<file path="src/rtl/pipeline_stall_ctrl_if.sv">
// -----------------------------------------------------------------------------
// pipeline_stall_ctrl_if
//   Bundle of the stall/flush control signals between the pipeline (hazard
//   unit, EX-stage multiply detect, MEM-stage branch resolve) and the stall
//   controller.
//
//   Event inputs (driven by master, read by slave):
//     hazard_enable  load-use stall request, combinational, current cycle
//     mul_issue      multiply instruction valid in ID/EX this cycle
//     branch_taken   taken branch/jump resolved in MEM this cycle
//   Control outputs (driven by slave, read by master):
//     pc_write_en, if_id_write_en, if_id_flush, id_ex_write_en,
//     id_ex_bubble, ex_mem_bubble, mul_busy
//   Statistics (driven by slave):
//     stall_cycles [15:0], flush_count [7:0]
//
//   Signalling: there is no valid/ready pairing here. Every event input is a
//   level that is sampled once per rising clk edge; a request asserted in a
//   cycle is acted on in that same cycle (outputs are combinational) and its
//   side effects on state/counters land on the following edge. Nothing is
//   queued: a request that is lower priority than another in the same cycle,
//   or that arrives while it is ignored, is simply dropped.
// -----------------------------------------------------------------------------
interface pipeline_stall_ctrl_if;
    logic        hazard_enable;
    logic        mul_issue;
    logic        branch_taken;

    logic        pc_write_en;
    logic        if_id_write_en;
    logic        if_id_flush;
    logic        id_ex_write_en;
    logic        id_ex_bubble;
    logic        ex_mem_bubble;
    logic        mul_busy;

    logic [15:0] stall_cycles;
    logic [7:0]  flush_count;

    // Pipeline side: raises events, consumes control
    modport master (
        output hazard_enable,
        output mul_issue,
        output branch_taken,
        input  pc_write_en,
        input  if_id_write_en,
        input  if_id_flush,
        input  id_ex_write_en,
        input  id_ex_bubble,
        input  ex_mem_bubble,
        input  mul_busy,
        input  stall_cycles,
        input  flush_count
    );

    // Controller side
    modport slave (
        input  hazard_enable,
        input  mul_issue,
        input  branch_taken,
        output pc_write_en,
        output if_id_write_en,
        output if_id_flush,
        output id_ex_write_en,
        output id_ex_bubble,
        output ex_mem_bubble,
        output mul_busy,
        output stall_cycles,
        output flush_count
    );
endinterface

</file>
<file path="src/rtl/pipeline_stall_ctrl.sv">
// -----------------------------------------------------------------------------
// pipeline_stall_ctrl
//   Stall / flush controller for a 5-stage in-order pipeline. Arbitrates
//   between a taken branch (flush), a multi-cycle multiply in EX (freeze of
//   the front end) and a load-use hazard (one-cycle bubble into ID/EX).
//
//   Parameters:
//     MUL_LATENCY  total EX-stage cycles of a multiply, legal range 2..16.
//                  The front end is frozen MUL_LATENCY-1 cycles per multiply,
//                  the issue cycle included; the final EX cycle is the DONE
//                  state where the pipeline runs normally again.
//   Ports:
//     clk        single clock, rising edge
//     rst        synchronous, active-high reset
//     bus        pipeline_stall_ctrl_if.slave (events in, control/stats out)
//     state_dbg  registered FSM state (0 RUN, 1 MUL, 2 DONE)
//     cnt_dbg    registered multiply down-counter
// -----------------------------------------------------------------------------
module pipeline_stall_ctrl #(
    parameter int MUL_LATENCY = 4
) (
    input  logic                        clk,
    input  logic                        rst,
    pipeline_stall_ctrl_if.slave        bus,
    output logic [1:0]                  state_dbg,
    output logic [3:0]                  cnt_dbg
);

    typedef enum logic [1:0] {
        ST_RUN  = 2'd0,
        ST_MUL  = 2'd1,
        ST_DONE = 2'd2
    } state_t;

    // Count loaded on issue; MUL state runs until it reaches 1.
    localparam logic [3:0] CNT_LOAD = 4'(MUL_LATENCY - 2);
    // With MUL_LATENCY == 2 the only freeze is the issue cycle itself.
    localparam bit SKIP_MUL = (MUL_LATENCY <= 2);

    state_t      state, state_nxt;
    logic [3:0]  cnt, cnt_nxt;
    logic [15:0] stall_cycles_q;
    logic [7:0]  flush_count_q;

    // One-hot action chosen this cycle
    logic        do_flush;
    logic        do_freeze;
    logic        do_load_use;

    // -------------------------------------------------------------------------
    // Next-state and action selection
    // -------------------------------------------------------------------------
    always_comb begin
        state_nxt   = state;
        cnt_nxt     = cnt;
        do_flush    = 1'b0;
        do_freeze   = 1'b0;
        do_load_use = 1'b0;

        // During reset no action is taken, so outputs fall to the defaults
        // and the counters see no increment request.
        if (!rst) begin
            case (state)
                ST_RUN: begin
                    if (bus.branch_taken) begin
                        do_flush = 1'b1;
                    end else if (bus.mul_issue) begin
                        do_freeze = 1'b1;
                        cnt_nxt   = CNT_LOAD;
                        state_nxt = SKIP_MUL ? ST_DONE : ST_MUL;
                    end else if (bus.hazard_enable) begin
                        do_load_use = 1'b1;
                    end
                end

                ST_MUL: begin
                    // Multiply owns EX: nothing may disturb the freeze,
                    // a branch cannot be resolving in MEM behind a bubble.
                    do_freeze = 1'b1;
                    if (cnt <= 4'd1) begin
                        state_nxt = ST_DONE;
                    end else begin
                        cnt_nxt = cnt - 4'd1;
                    end
                end

                ST_DONE: begin
                    // Final multiply cycle: the result leaves EX this edge,
                    // so mul_issue still reflects the old multiply and is
                    // not a new request.
                    state_nxt = ST_RUN;
                    if (bus.branch_taken) begin
                        do_flush = 1'b1;
                    end else if (bus.hazard_enable) begin
                        do_load_use = 1'b1;
                    end
                end

                default: begin
                    state_nxt = ST_RUN;
                end
            endcase
        end
    end

    // -------------------------------------------------------------------------
    // Control outputs, combinational from the chosen action
    // -------------------------------------------------------------------------
    always_comb begin
        bus.pc_write_en    = 1'b1;
        bus.if_id_write_en = 1'b1;
        bus.if_id_flush    = 1'b0;
        bus.id_ex_write_en = 1'b1;
        bus.id_ex_bubble   = 1'b0;
        bus.ex_mem_bubble  = 1'b0;
        bus.mul_busy       = 1'b0;

        if (do_flush) begin
            // PC keeps writing so the branch target is fetched.
            bus.if_id_flush   = 1'b1;
            bus.id_ex_bubble  = 1'b1;
            bus.ex_mem_bubble = 1'b1;
        end else if (do_freeze) begin
            bus.pc_write_en    = 1'b0;
            bus.if_id_write_en = 1'b0;
            bus.id_ex_write_en = 1'b0;
            bus.ex_mem_bubble  = 1'b1;
            bus.mul_busy       = 1'b1;
        end else if (do_load_use) begin
            // Hold PC and IF/ID, let ID/EX capture a NOP.
            bus.pc_write_en    = 1'b0;
            bus.if_id_write_en = 1'b0;
            bus.id_ex_bubble   = 1'b1;
        end
    end

    // -------------------------------------------------------------------------
    // State register and saturating statistics
    // -------------------------------------------------------------------------
    always_ff @(posedge clk) begin
        if (rst) begin
            state          <= ST_RUN;
            cnt            <= 4'd0;
            stall_cycles_q <= 16'd0;
            flush_count_q  <= 8'd0;
        end else begin
            state <= state_nxt;
            cnt   <= cnt_nxt;
            if ((do_freeze || do_load_use) && (stall_cycles_q != 16'hFFFF)) begin
                stall_cycles_q <= stall_cycles_q + 16'd1;
            end
            if (do_flush && (flush_count_q != 8'hFF)) begin
                flush_count_q <= flush_count_q + 8'd1;
            end
        end
    end

    assign bus.stall_cycles = stall_cycles_q;
    assign bus.flush_count  = flush_count_q;
    assign state_dbg        = state;
    assign cnt_dbg          = cnt;

endmodule

</file>
<file path="src/flat_wrapper.sv">
// flat-port wrapper written by rule: the top's interface ports become plain ports
module pipeline_stall_ctrl_flat 
#(
    parameter int MUL_LATENCY = 4
)
  (clk, rst, state_dbg, cnt_dbg, bus_hazard_enable, bus_mul_issue, bus_branch_taken, bus_pc_write_en, bus_if_id_write_en, bus_if_id_flush, bus_id_ex_write_en, bus_id_ex_bubble, bus_ex_mem_bubble, bus_mul_busy, bus_stall_cycles, bus_flush_count);
  pipeline_stall_ctrl_if bus_i ();
  input  logic clk;
  input  logic rst;
  output logic [1:0] state_dbg;
  output logic [3:0] cnt_dbg;
  input wire logic [$bits(bus_i.hazard_enable)-1:0] bus_hazard_enable;
  input wire logic [$bits(bus_i.mul_issue)-1:0] bus_mul_issue;
  input wire logic [$bits(bus_i.branch_taken)-1:0] bus_branch_taken;
  output wire logic [$bits(bus_i.pc_write_en)-1:0] bus_pc_write_en;
  output wire logic [$bits(bus_i.if_id_write_en)-1:0] bus_if_id_write_en;
  output wire logic [$bits(bus_i.if_id_flush)-1:0] bus_if_id_flush;
  output wire logic [$bits(bus_i.id_ex_write_en)-1:0] bus_id_ex_write_en;
  output wire logic [$bits(bus_i.id_ex_bubble)-1:0] bus_id_ex_bubble;
  output wire logic [$bits(bus_i.ex_mem_bubble)-1:0] bus_ex_mem_bubble;
  output wire logic [$bits(bus_i.mul_busy)-1:0] bus_mul_busy;
  output wire logic [$bits(bus_i.stall_cycles)-1:0] bus_stall_cycles;
  output wire logic [$bits(bus_i.flush_count)-1:0] bus_flush_count;
  assign bus_i.hazard_enable = bus_hazard_enable;
  assign bus_i.mul_issue = bus_mul_issue;
  assign bus_i.branch_taken = bus_branch_taken;
  assign bus_pc_write_en = bus_i.pc_write_en;
  assign bus_if_id_write_en = bus_i.if_id_write_en;
  assign bus_if_id_flush = bus_i.if_id_flush;
  assign bus_id_ex_write_en = bus_i.id_ex_write_en;
  assign bus_id_ex_bubble = bus_i.id_ex_bubble;
  assign bus_ex_mem_bubble = bus_i.ex_mem_bubble;
  assign bus_mul_busy = bus_i.mul_busy;
  assign bus_stall_cycles = bus_i.stall_cycles;
  assign bus_flush_count = bus_i.flush_count;
  pipeline_stall_ctrl #(.MUL_LATENCY(MUL_LATENCY)) u_core (.clk(clk), .rst(rst), .bus(bus_i), .state_dbg(state_dbg), .cnt_dbg(cnt_dbg));
endmodule
</file>
<file path="config.mk">
export PLATFORM = sky130hd
export DESIGN_NAME = pipeline_stall_ctrl_flat
export DESIGN_NICKNAME = d
export VERILOG_FILES = /design/src/rtl/pipeline_stall_ctrl_if.sv /design/src/rtl/pipeline_stall_ctrl.sv /design/src/flat_wrapper.sv
export SDC_FILE = /design/constraint.sdc
export NUM_CORES = 1
export LEC_CHECK = 0
export ABC_AREA = 1
export BUFFER_PORTS_ARGS = -buffer_cell sky130_fd_sc_hd__buf_2
export CORE_MARGIN = 2
export CORE_UTILIZATION = 53
export CTS_BUF_LIST = sky130_fd_sc_hd__clkbuf_16
export CTS_CLUSTER_DIAMETER = 120
export DETAILED_ROUTE_END_ITERATION = 8
export MAX_ROUTING_LAYER = met4
export PLACE_DENSITY = 0.78
export SETUP_SLACK_MARGIN = 0.05
export SLEW_MARGIN = 25
export SYNTH_ARGS = -nofsm -noshare
export SYNTH_HDL_FRONTEND = slang
export SYNTH_SLANG_ARGS = --single-unit
</file>
<file path="constraint.sdc">
create_clock -name clk -period 2 [get_ports clk]
set_clock_uncertainty 0.15 [all_clocks]
set_input_delay 0.2 -clock clk [delete_from_list [all_inputs] [get_ports clk]]
set_output_delay 0.2 -clock clk [all_outputs]
set_load 0.01 [all_outputs]
</file>
### After elaboration in Yosys (flattened, before gate mapping)

Cells that the tools add are included.

* reduce and logical (&&, ||, !) cells: 8
* multiplexer cells: 33
* $lt $le $gt $ge: 1
* equal/unequal tests: 8
* $add $sub $neg: 3

Operators by type and width (count)
* 1-bit 2-to-1 mux: 23
* 16-bit by 1-bit adder with 16-bit output (second input constant): 1
* 16-bit != test (second input constant): 1
* 4-bit 2-to-1 mux: 3
* 8-bit by 1-bit adder with 8-bit output (second input constant): 1
* 8-bit != test (second input constant): 1
* 4-bit case mux with 2 select lines: 1
* 2-bit 2-to-1 mux: 3
* 2-bit != test (second input constant): 3
* 4-bit by 1-bit less-or-equal comparator with 1-bit output (second input constant): 1
* 1-bit case mux with 2 select lines: 2
* 2-bit case mux with 2 select lines: 1
* 4-bit AND reduction: 1
* 4-bit by 1-bit subtractor with 4-bit output (second input constant): 1
* 3-bit AND reduction: 1
* 2-bit by 1-bit == test with 1-bit output (second input constant): 1
* 2-bit == test (second input constant): 1
* 1-bit logical AND: 2
* 2-bit logical NOT: 1
* 2-bit by 1-bit != test with 1-bit output (second input constant): 1
* 2-bit nonzero test: 1
* 2-bit OR reduction: 1
* 1-bit logical OR: 1

* output and inout port bits: 37
* flip-flop bits (word level): 30

### Logic depth before layout (Yosys ltp)

Gate-level depths: netlist (run 1).

* depth after elaboration: 8
* depth in mapped cells: 11
* mapped depth without buffers: 10

### Worst setup path after synthesis (run 1)

No wires, ideal clock.

* kind: register to register
* start: reg u_core.stall_cycles_q[1] (netlist: u_core.bus.stall_cycles[1])
* end: reg u_core.stall_cycles_q[8] (netlist: u_core.bus.stall_cycles[8])
* period minus slack after synthesis: 1639 ps
* slack: 361 ps
* setup time: 138 ps
* stages on the path, launching flop included: 12
* arrival: 1352 ps
* data required time: 1712 ps
* cell sequence: dfxtp_1 > ha_1 > nand3_2 > inv_2 > nand2_4 > clkinv_2 > nand2_4 > nand2_8 > inv_2 > buf_6 > nand2_1 > a21oi_2

* longest elaborated chain between the ends: 2
* elaborated cells on any way between the ends: 3
* classes of those cells: add/sub: 1; eq/ne: 1; reduce/logical: 1

Ends and longest elaborated chain
* start, declared: RTL line pipeline_stall_ctrl.sv:42 `logic [15:0] stall_cycles_q;`
* start signal, assigned: RTL line pipeline_stall_ctrl.sv:150 `stall_cycles_q <= stall_cycles_q + 16'd1;`
* parallel branches: the longest is 2 deep, another holds 16-bit by 1-bit adder with 16-bit output

Several ways; the timed one is not identified.
A chain may end at the register's enable or synchronous reset.

### Final worst setup path (run 1)

* start: reg u_core.stall_cycles_q[1] (netlist: u_core.bus.stall_cycles[1])
* end: reg u_core.stall_cycles_q[14] (netlist: u_core.bus.stall_cycles[14])

Same word-level chain as after synthesis.

==> qor.txt, run 1 <==
Area Growth Syn to Fin: 22.5%
Combinational share of power: 10.0%
Pwr Total: 1.78 mW
Sequential element share of the synthesized area: 33.2%
Synth Flop Type: dfxtp_1
Worst skew pair latency: 0.27 ns
Unrepaired setup endpoints after global routing: no
Clock sinks: 30
Nets: 316
Vert. Die Dim: 62.4 µm
Clock share of power: 54.1%
Worst-path fanout max: 16
Fill count: 300
Setup TNS: 0 ns
Max VDD drop: 0.485 mV
Final core occ: 66.9%
Clock Pin Slew Worst Setup and Hold Paths: 0.05 ns
Synth Area per Inst: 6.85 µm²
Hpwl dp: 2.84 mm
DR pass1 iterations: 4
First-pass GRT wire length: 6.82 mm
Die W: 62.4 µm
Crit Path Category: reg2reg
# DRC: 0
Crit path required time: 2.05 ns
Int Power: 1.39 mW
Vias in the first global route: 1522
Number of vias in the routed layout: 1735
Share of layout cells above drive strength 1: 26.3%
Antenna Cells: 0
#FFs+latches synth: 30
Final Max Tran Viols: 0
Core area: 3310 µm²
Count leader, synth: nand2_1
Sw Pwr: 0.387 mW
Synth area leaders: dfxtp_1 33%, nand2_1 16%, nor2_1 7.3%
Post-CTS Setup Bufs: 0
Min-delay worst type: in2reg
Root Buffer: clkbuf_16
Post-route minimum period: 1.72 ns
Synthesized area: 1810 µm²
Slew @ Worst Pin: 0.297 ns
Startpoint Class: register
Crit path arrival time: 1.77 ns
Number of synthesis warnings: 0
# hold bufs at CTS: 0
Largest delay share family, worst path: simple AND/OR/NAND/NOR gates
Fraction of registers with async set or reset after synthesis: 0%
Post-synth EDFFs: 0
Overall Global Routing Usage: 22.0%
Sequential power share: 35.9%
Post-Place Cells: 346
P_leak: 1.01 nW
Row count: 21
Synth area leader: dfxtp_1
Antenna Violating Nets Remaining: 0
Final hold vios: 0
PwrDens: 802 nW/µm²
Post-synth top area share: 33.2%
Vias/cell: 4.90
CP bufs+invs: 3
Crit path largest cell delay: 0.35 ns
DRT Wirelength: 3.85 mm
Fin crit share: 86.0%
Crit. End Element: register
FMAX: 0.582 GHz
Net Count, Synth: 273
Outcome: complete, no violations
Io pins: 42
Final hold slack: 0.0891 ns
CP max-delay cell: dfxtp_1
Post-route non-filler standard cell count: 354
Relative slew slack: 80.1%
Iteration-0 DRC Markers: 191
Resized Gates After CTS: 0
Commonest cells in the netlist: 75 x nand2_1, 35 x nor2_1, 30 x dfxtp_1
Synth Instances: 264
CTS Buffer Depth: 2
RD Place Congestion: 0.863
Max cap viols: 0
DR WL/cell: 10.9 µm
H-tree Lvls: 2
Largest net degree at the start of global routing: 17
Total CTS buffers: 5
GRT overflow: 0
Switching Fraction: 21.8%
Starting Density: 54.6%
Antenna violations before repair: 0
Synth unique cells: 33
Final setup viols: 0
CP Cell Sequence: ha_1 -> nand3_2 -> inv_2 -> nand2_4 -> clkinv_2 -> nand2_4 -> nand2_8 -> inv_2 -> nand2_1 -> a21oi_2
Die area: 3900 µm²
TritonCTS clock tree: yes
Buffers on Ports: 41
## worst paths after layout
path / startpoint / to / slack (ns) / cells past startpoint
setup / recovery: u_core.bus.stall_cycles[1] / u_core.bus.stall_cycles[14] / 0.28 / 10
hold / removal: rst / u_core.state_dbg[0] / 0.09 / 2
setup reg to reg: u_core.bus.stall_cycles[1] / u_core.bus.stall_cycles[14] / 0.28 / 10
hold reg to reg: u_core.state_dbg[1] / u_core.state_dbg[1] / 0.35 / 1
## layout by cell type (no fill, tap or decap), types with 2 or more instances in the layout
| master | instances |
|---|---|
| nor2_1 | 35 |
| bufinv_16 | 2 |
| nand3_2 | 4 |
| xnor2_1 | 5 |
| inv_2 | 5 |
| xor2_1 | 4 |
| ha_1 | 4 |
| buf_2 | 41 |
| nand4_1 | 6 |
| dfxtp_1 | 30 |
| nor3_1 | 2 |
| nand2_2 | 4 |
| a21oi_2 | 7 |
| nand3_1 | 17 |
| a21oi_1 | 13 |
| o21ai_0 | 7 |
| nor2_4 | 2 |
| nor2_2 | 3 |
| buf_4 | 2 |
| inv_1 | 22 |
| nand2_1 | 75 |
| clkbuf_16 | 5 |
| nand2_4 | 3 |
## area by class of cell
type	instances	area, µm²	share of cell area (%)
multi-input combinational	198	1040	46.8
sequential	30	601	27.1
timing repair buffer	43	220	9.94
clock buffer	5	125	5.65
inverter	29	113	5.08
clock inverter	3	63.8	2.88
tap	46	57.6	2.60
## registers in the layout, indices dropped and copies added (netlist names)
name                     flops
u_core.bus.flush_count       8
u_core.state_dbg             2
u_core.cnt_dbg               4
u_core.bus.stall_cycles     16
## cell families (layout without fill, tap and decap cells)
group	count (synthesis)	in the layout	synth area share [%]
and+or+nand+nor	155	155	40.2
xor gates and xnor gates	9	9	4.36
AOI/OAI and AO/OA	30	30	9.96
adders and majority gates	4	4	2.77
DFF	30	30	33.2
buffers and inverters	36	80	9.54
## power groups by stage
stage,Combinational [mW],Sequential [mW],Clock [mW]
3_5_place_dp,0.178,0.650,0
3_3_place_gp,0.176,0.649,0
2_1_floorplan,0.130,0.656,0
6_report,0.178,0.638,0.960
5_1_grt,0.202,0.641,1.01
4_1_cts,0.180,0.638,0.978
## routing by layer
layer	GRT usage [%]	part of all wire [%]	routed length (µm)
met5	-	0	0
met4	6.67	1.1	44
met3	4.14	5.9	226
met2	32.3	45	1740
met1	30.8	48	1830
## worst register-to-register path: stages (launching register included)
cell      delay, ns
dfxtp_1        0.35
ha_1           0.23
nand3_2        0.12
inv_2          0.05
nand2_4        0.08
clkinv_2       0.07
nand2_4        0.11
nand2_8        0.10
inv_2          0.17
nand2_1        0.09
a21oi_2        0.12
## per-stage QoR
step | worst slack (ns) | area [µm²]
after floorplan | 0.361 | 1810
after global placement | 0.319 | 2030
after detailed placement | 0.299 | 2030
after CTS | 0.263 | 2220
after global routing | 0.115 | 2220
final | 0.281 | 2220
(Power assumes the default switching activity.)
==> inputs of run 2 (changes only) <==
==> constraint.sdc (replaced) <==
create_clock -name clk -period 2 [get_ports clk]
set_clock_uncertainty 0.15 [all_clocks]
set_input_delay 0.4 -clock clk [delete_from_list [all_inputs] [get_ports clk]]
set_output_delay 0.4 -clock clk [all_outputs]
set_load 0.01 [all_outputs]
==> run 2 against run 1 <==
Effect of this change:
- largest cell class unchanged
- power decreased by 15%
- sequential power about the same
- design area decreased by 2.6%
- clock power decreased by 28%
- routed wire length increased by 3.5%
- via count increased by 2.9%
- hold slack improved by 0.21 ns
- die area unchanged
- sequential share of layout area increased by 0.78 points
- critical path depth decreased by 4
==> qor.txt, run 2 (synthesized netlist as in run 1, its figures left out) <==
Outcome: complete, no violations
Max reg flops: 16 (unchanged)
Final core occ: 65.2% (-1.7 points)
TritonCTS clock tree: yes
RD Place Congestion: 0.842 (-2.4%)
Final hold vios: 0 (unchanged)
Switching Fraction: 25.4% (+3.6 points)
Worst setup margin: 0.168 ns (-0.113 ns)
Min-delay src: u_core.state_dbg[1]
Min-delay worst type: reg2reg
Reg2reg start: u_core.bus.stall_cycles[1]
Unrepaired setup endpoints after global routing: no
# DRC: 0 (unchanged)
Vias in the first global route: 1567 (+3.0%)
Sw Pwr: 0.384 mW (-0.67%)
Final setup viols: 0 (unchanged)
Vias/cell: 5.06 (+3.2%)
Die W: 62.4 µm (unchanged)
Row count: 21 (unchanged)
FF-to-FF path depth: 10 (unchanged)
Int Power: 1.13 mW (-19%)
Share of layout cells above drive strength 1: 26.1% (-0.24 points)
Resized Gates After CTS: 0 (unchanged)
Clock share of power: 46.0% (-8.1 points)
Antenna Violating Nets Remaining: 0 (unchanged)
PwrDens: 702 nW/µm² (-12%)
Nets: 315 (-0.32%)
Starting Density: 54.6% (unchanged)
Post-route minimum period: 1.83 ns (+0.113 ns)
Iteration-0 DRC Markers: 131 (-31%)
GRT overflow: 0 (unchanged)
Hpwl dp: 2.93 mm (+3.3%)
CTS Buffer Depth: 2 (unchanged)
Relative slew slack: 79.4% (-0.75 points)
Crit path required time: 1.45 ns (-0.60 ns)
Commonest cells after routing, fill and taps aside: 75 x nand2_1, 41 x buf_2, 35 x nor2_1, 29 x dfxtp_1, 23 x inv_1
Antenna violations before repair: 0 (unchanged)
DR WL/cell: 11.3 µm (+3.8%)
Total CTS buffers: 5 (unchanged)
Vert. Die Dim: 62.4 µm (unchanged)
Antenna Cells: 0 (unchanged)
Slew @ Worst Pin: 0.308 ns (+0.0112 ns)
Root Buffer: clkbuf_16
First-pass GRT wire length: 6.87 mm (+0.70%)
Sequential power share: 42.1% (+6.2 points)
Io pins: 42 (unchanged)
Pwr Total: 1.51 mW (-15%)
Setup TNS: 0 ns (unchanged)
Post-CTS Setup Bufs: 0 (unchanged)
Crit path arrival time: 1.28 ns (-0.49 ns)
Hold EP: u_core.state_dbg[1]
Commonest non-fill, non-tap cell in the layout: nand2_1
Max VDD drop: 0.534 mV (+10%)
Max cap viols: 0 (unchanged)
P_leak: 0.987 nW (-2.4%)
Final Cell Area: 2160 µm² (-2.6%)
Clock sinks: 30 (unchanged)
Combinational share of power: 11.9% (+1.9 points)
Area Growth Syn to Fin: 19.3%
Largest net degree at the start of global routing: 18 (+1)
FMAX: 0.546 GHz (-6.2%)
Endpoint of the worst-slack reg-to-reg timing path: u_core.bus.stall_cycles[0]
Core area: 3310 µm² (unchanged)
Number of vias in the routed layout: 1785 (+2.9%)
DR pass1 iterations: 4 (unchanged)
Crit. End Element: output port
Final Max Tran Viols: 0 (unchanged)
# hold bufs at CTS: 0 (unchanged)
Overall Global Routing Usage: 22.3% (+0.35 points)
Die area: 3900 µm² (unchanged)
Worst skew pair latency: 0.27 ns (about the same)
Hold depth: 1 (-1)
DRT Wirelength: 3.98 mm (+3.5%)
Buffers on Ports: 41 (unchanged)
Fin crit share: 91.6% (+5.7 points)
Reg-to-reg setup timing slack: 0.27 ns (about the same)
Placed Area: 2020 µm² (-0.37%)
Crit Path Category: reg2out
Clock Pin Slew Worst Setup and Hold Paths: 0.05 ns (about the same)
Worst-path fanout max: 8 (-8)
H-tree Lvls: 2 (unchanged)
Place WS: 0.281 ns (-0.0182 ns)
Startpoint Class: register
[run 2: layer usage]
metal,vias to the layer above,track usage (%),routed length (µm)
met5,-,-,0
met3,6,5.77,202
li1,919,-,-
met1,814,27.4,1850
met2,46,36.0,1890
met4,0,6.94,44
[run 2: worst max-delay path by stage]
stage	start	endpoint	slack (ns)	depth (start not counted)
6_report	u_core.state_dbg[0]	bus_pc_write_en	0.17	6
5_1_grt	u_core.state_dbg[0]	bus_if_id_write_en	0.08	6
4_1_cts	u_core.state_dbg[1]	bus_pc_write_en	0.11	6
3_5_place_dp	u_core.bus.stall_cycles[1]	u_core.bus.stall_cycles[6]	0.28	10
3_3_place_gp	bus_branch_taken	bus_if_id_write_en	0.30	8
2_1_floorplan	rst	bus_pc_write_en	0.32	6
[run 2: area by class of cell]
class / instances / area (µm²)
clock inverters: 3 / 12.5
flip-flops and latches: 30 / 602
well taps: 46 / 57.6
inverters: 29 / 113
fillers: 333 / 1150
multi-input cells: 198 / 1040
repair buffers: 42 / 213
clock buffers: 5 / 125
[run 2: power groups by stage]
stage	clock network (mW)	logic [mW]	registers (mW)
after global routing	0.744	0.205	0.640
after detailed placement	0	0.180	0.650
final	0.696	0.180	0.638
after floorplan	0	0.130	0.656
after CTS	0.712	0.182	0.637
after global placement	0	0.177	0.649
[run 2: critical path, stage by stage (launching register included)]
cell	delay [ns]
dfxtp_1	0.36
inv_1	0.10
nand2_1	0.09
nand3_2	0.11
nand2_4	0.15
inv_1	0.06
buf_2	0.13
[run 2: through the flow]
stage	cells	hold WS (ns)
3_5_place_dp	345	0.338
3_3_place_gp	345	0.332
2_1_floorplan	264	0.351
6_report	353	0.304
5_1_grt	353	0.329
4_1_cts	353	0.337
==> inputs of run 3 (changes only) <==
Settings changed: ABC_AREA 1 to not set, CORE_UTILIZATION 53 to 51, PLACE_DENSITY 0.78 to 0.77, SLEW_MARGIN 25 to 20.
==> run 3 against run 2 <==
Effect of this change:
- routed wire length shrank 13%
- clock power shrank 2%
- first-iteration DRC count shrank 32%
- design area shrank 6.3%
- core utilization grew 2.7 points
- largest power group unchanged
==> qor.txt, run 3 <==
Outcome: complete, no violations
Post-Place Cells: 256 (-26%)
GRT overflow: 0 (unchanged)
CP Cell Sequence: ha_2 -> and4_4 -> and4bb_4 -> a21o_4 -> or4_4 -> a21oi_2
Synth Flop Type: dfxtp_1
Iteration-0 DRC Markers: 89 (-32%)
Crit. End Element: register
Synth Instances: 179 (-32%)
Clock Pin Slew Worst Setup and Hold Paths: 0.05 ns (about the same)
Worst-path fanout max: 8 (unchanged)
Final setup viols: 0 (unchanged)
CTS Buffer Depth: 2 (unchanged)
Fin crit share: 93.9% (+2.3 points)
Final hold vios: 0 (unchanged)
CP max-delay cell: or4_4
Post-synth top area share: 38.6% (+5.4 points)
Net Count, Synth: 188 (-31%)
Post-route minimum period: 1.88 ns (+0.0462 ns)
Vert. Die Dim: 59.2 µm (-5.1%)
Worst skew pair latency: 0.27 ns (about the same)
FMAX: 0.532 GHz (-2.5%)
First-pass GRT wire length: 5.71 mm (-17%)
Crit path required time: 2.05 ns (+0.60 ns)
Die area: 3510 µm² (-10%)
Largest net degree at the start of global routing: 25 (+7)
Hpwl dp: 2.41 mm (-18%)
Count leader, synth: dfxtp_1
PwrDens: 773 nW/µm² (+10%)
DR pass1 iterations: 4 (unchanged)
Synthesized area: 1560 µm² (-14%)
Startpoint Class: register
Starting Density: 52.2% (-2.4 points)
Register Area: 603 µm² (+0.21%)
Commonest non-fill, non-tap cell in the layout: buf_2
Unrepaired setup endpoints after global routing: no
Crit Path Category: reg2reg
Root Buffer: clkbuf_16
Vias in the first global route: 1300 (-17%)
Crit path largest cell delay: 0.42 ns (+0.06 ns)
Max cap viols: 0 (unchanged)
#FFs+latches synth: 30 (unchanged)
Antenna Cells: 0 (unchanged)
Clock share of power: 43.4% (-2.6 points)
Area Growth Syn to Fin: 30.1%
Place WS: 0.0815 ns (-0.200 ns)
Antenna Violating Nets Remaining: 0 (unchanged)
Crit path arrival time: 1.93 ns (+0.65 ns)
Sequential element share of the synthesized area: 38.6% (+5.4 points)
Commonest cells after routing, fill and taps aside: 41 x buf_2, 28 x dfxtp_1, 23 x nor2_1, 13 x nand2_1, 11 x a21oi_1
Worst setup margin: 0.122 ns (-0.0462 ns)
Synth area leaders: dfxtp_1 39%, xnor2_1 5.6%, nor2_1 5.6%
H-tree Lvls: 2 (unchanged)
Core area: 2980 µm² (-10%)
Die W: 59.2 µm (-5.1%)
Row count: 20 (-4.8%)
Synth Area per Inst: 8.69 µm² (+27%)
Io pins: 42 (unchanged)
Overall Global Routing Usage: 22.3% (about the same)
Min-delay worst type: in2reg
Sequential power share: 41.6% (-0.5 points)
Nets: 241 (-23%)
Synth unique cells: 47 (+42%)
Post-route non-filler standard cell count: 266 (-25%)
Share of layout cells above drive strength 1: 33.0% (+7.0 points)
Buffers on Ports: 41 (unchanged)
Commonest cells in the netlist: 30 x dfxtp_1, 23 x nor2_1, 13 x a21oi_1, 13 x nand2_1, 10 x xnor2_1
Clock sinks: 30 (unchanged)
# DRC: 0 (unchanged)
Vias/cell: 5.43 (+7.4%)
Relative slew slack: 68.5% (-11 points)
DR WL/cell: 13.0 µm (+15%)
TritonCTS clock tree: yes
Post-synth EDFFs: 0 (unchanged)
Number of synthesis warnings: 0 (unchanged)
Final Max Tran Viols: 0 (unchanged)
Int Power: 1.17 mW (+3.8%)
P_leak: 0.868 nW (-12%)
Setup TNS: 0 ns (unchanged)
Max VDD drop: 0.533 mV (-0.19%)
Max reg flops: 16 (unchanged)
Combinational share of power: 15.0% (+3.1 points)
Switching Fraction: 25.0% (-0.41 points)
Antenna violations before repair: 0 (unchanged)
Synth area leader: dfxtp_1
DRT Wirelength: 3.45 mm (-13%)
Slew @ Worst Pin: 0.470 ns (+0.162 ns)
RD Place Congestion: 0.856 (+1.6%)
Fraction of registers with async set or reset after synthesis: 0% (unchanged)
Number of vias in the routed layout: 1445 (-19%)
Total CTS buffers: 5 (unchanged)
Fill count: 249 (-25%)
Sw Pwr: 0.390 mW (+1.6%)
Multi-input gate area: 938 µm² (-9.4%)
run 3: repair_timing:
item | in CTS | in global routing
setup endpoints to repair | 1 | 7
resized for setup | 1 | 8
setup buffers | 0 | 2
hold buffers | 0 | 0
pin swaps | 0 | 2
run 3: critical path: cells and delay by family, from the launching register on:
kind / cells / cell delay (ns)
adders and majority gates: 1 / 0.17
DFF: 1 / 0.31
and+or+nand+nor: 3 / 0.84
AOI/OAI and AO/OA: 2 / 0.33
run 3: final cells by class:
cell class | count | area share [%]
Clock buffer | 5 | 6.18
Clock inverter | 3 | 0.618
Inverter | 6 | 1.11
Multi-Input combinational cell | 138 | 46.4
Sequential cell | 30 | 29.8
Tap cell | 33 | 2.04
Timing Repair Buffer | 51 | 13.9
run 3: logic make-up after synthesis:
logic type / count (synthesis) / share of synthesized area, %
XOR/XNOR: 13 / 7.32
AO/OA/AOI/OAI: 36 / 15.3
multiplexers: 5 / 3.30
buffers and inverters: 11 / 3.38
AND/OR/NAND/NOR: 80 / 28.9
flip-flops: 30 / 38.6
adder cells (fa/ha/maj): 4 / 3.22
run 3: per-layer routing:
| metal | global-route usage [%] | share of wire, % | vias up |
|---|---|---|---|
| met1 | 27.1 | 46 | 657 |
| li1 | - | - | 746 |
| met3 | 7.86 | 3.9 | 6 |
| met5 | - | 0 | - |
| met2 | 34.2 | 48 | 36 |
| met4 | 7.79 | 2.0 | 0 |
run 3: per-stage QoR:
| step | utilization (%) | instance area, µm² | hold slack (ns) | total power [mW] |
|---|---|---|---|---|
| after floorplan | - | 1560 | 0.348 | 0.809 |
| after global placement | 61.5 | 1830 | 0.338 | 0.883 |
| after detailed placement | 61.5 | 1830 | 0.350 | 0.886 |
| after CTS | 66.4 | 1980 | 0.280 | 1.58 |
| after global routing | 67.9 | 2020 | 0.301 | 1.64 |
| final | 67.9 | 2020 | 0.297 | 1.56 |
run 3: power groups by stage:
stage                     registers, mW  logic, mW  clock network [mW]
after floorplan                   0.669      0.140                   0
after global placement            0.659      0.225                   0
after detailed placement          0.659      0.227                   0
after CTS                         0.648      0.230               0.700
after global routing              0.654      0.258               0.728
final                             0.650      0.234               0.679
run 3: final timing paths:
path	from	depth (start not counted)	end	slack, ns
max	u_core.bus.stall_cycles[1]	6	u_core.bus.stall_cycles[9]	0.12
min	rst	2	u_core.bus.stall_cycles[14]	0.30
max reg2reg	u_core.bus.stall_cycles[1]	6	u_core.bus.stall_cycles[9]	0.12
min reg2reg	u_core.bus.stall_cycles[4]	1	u_core.bus.stall_cycles[4]	0.36
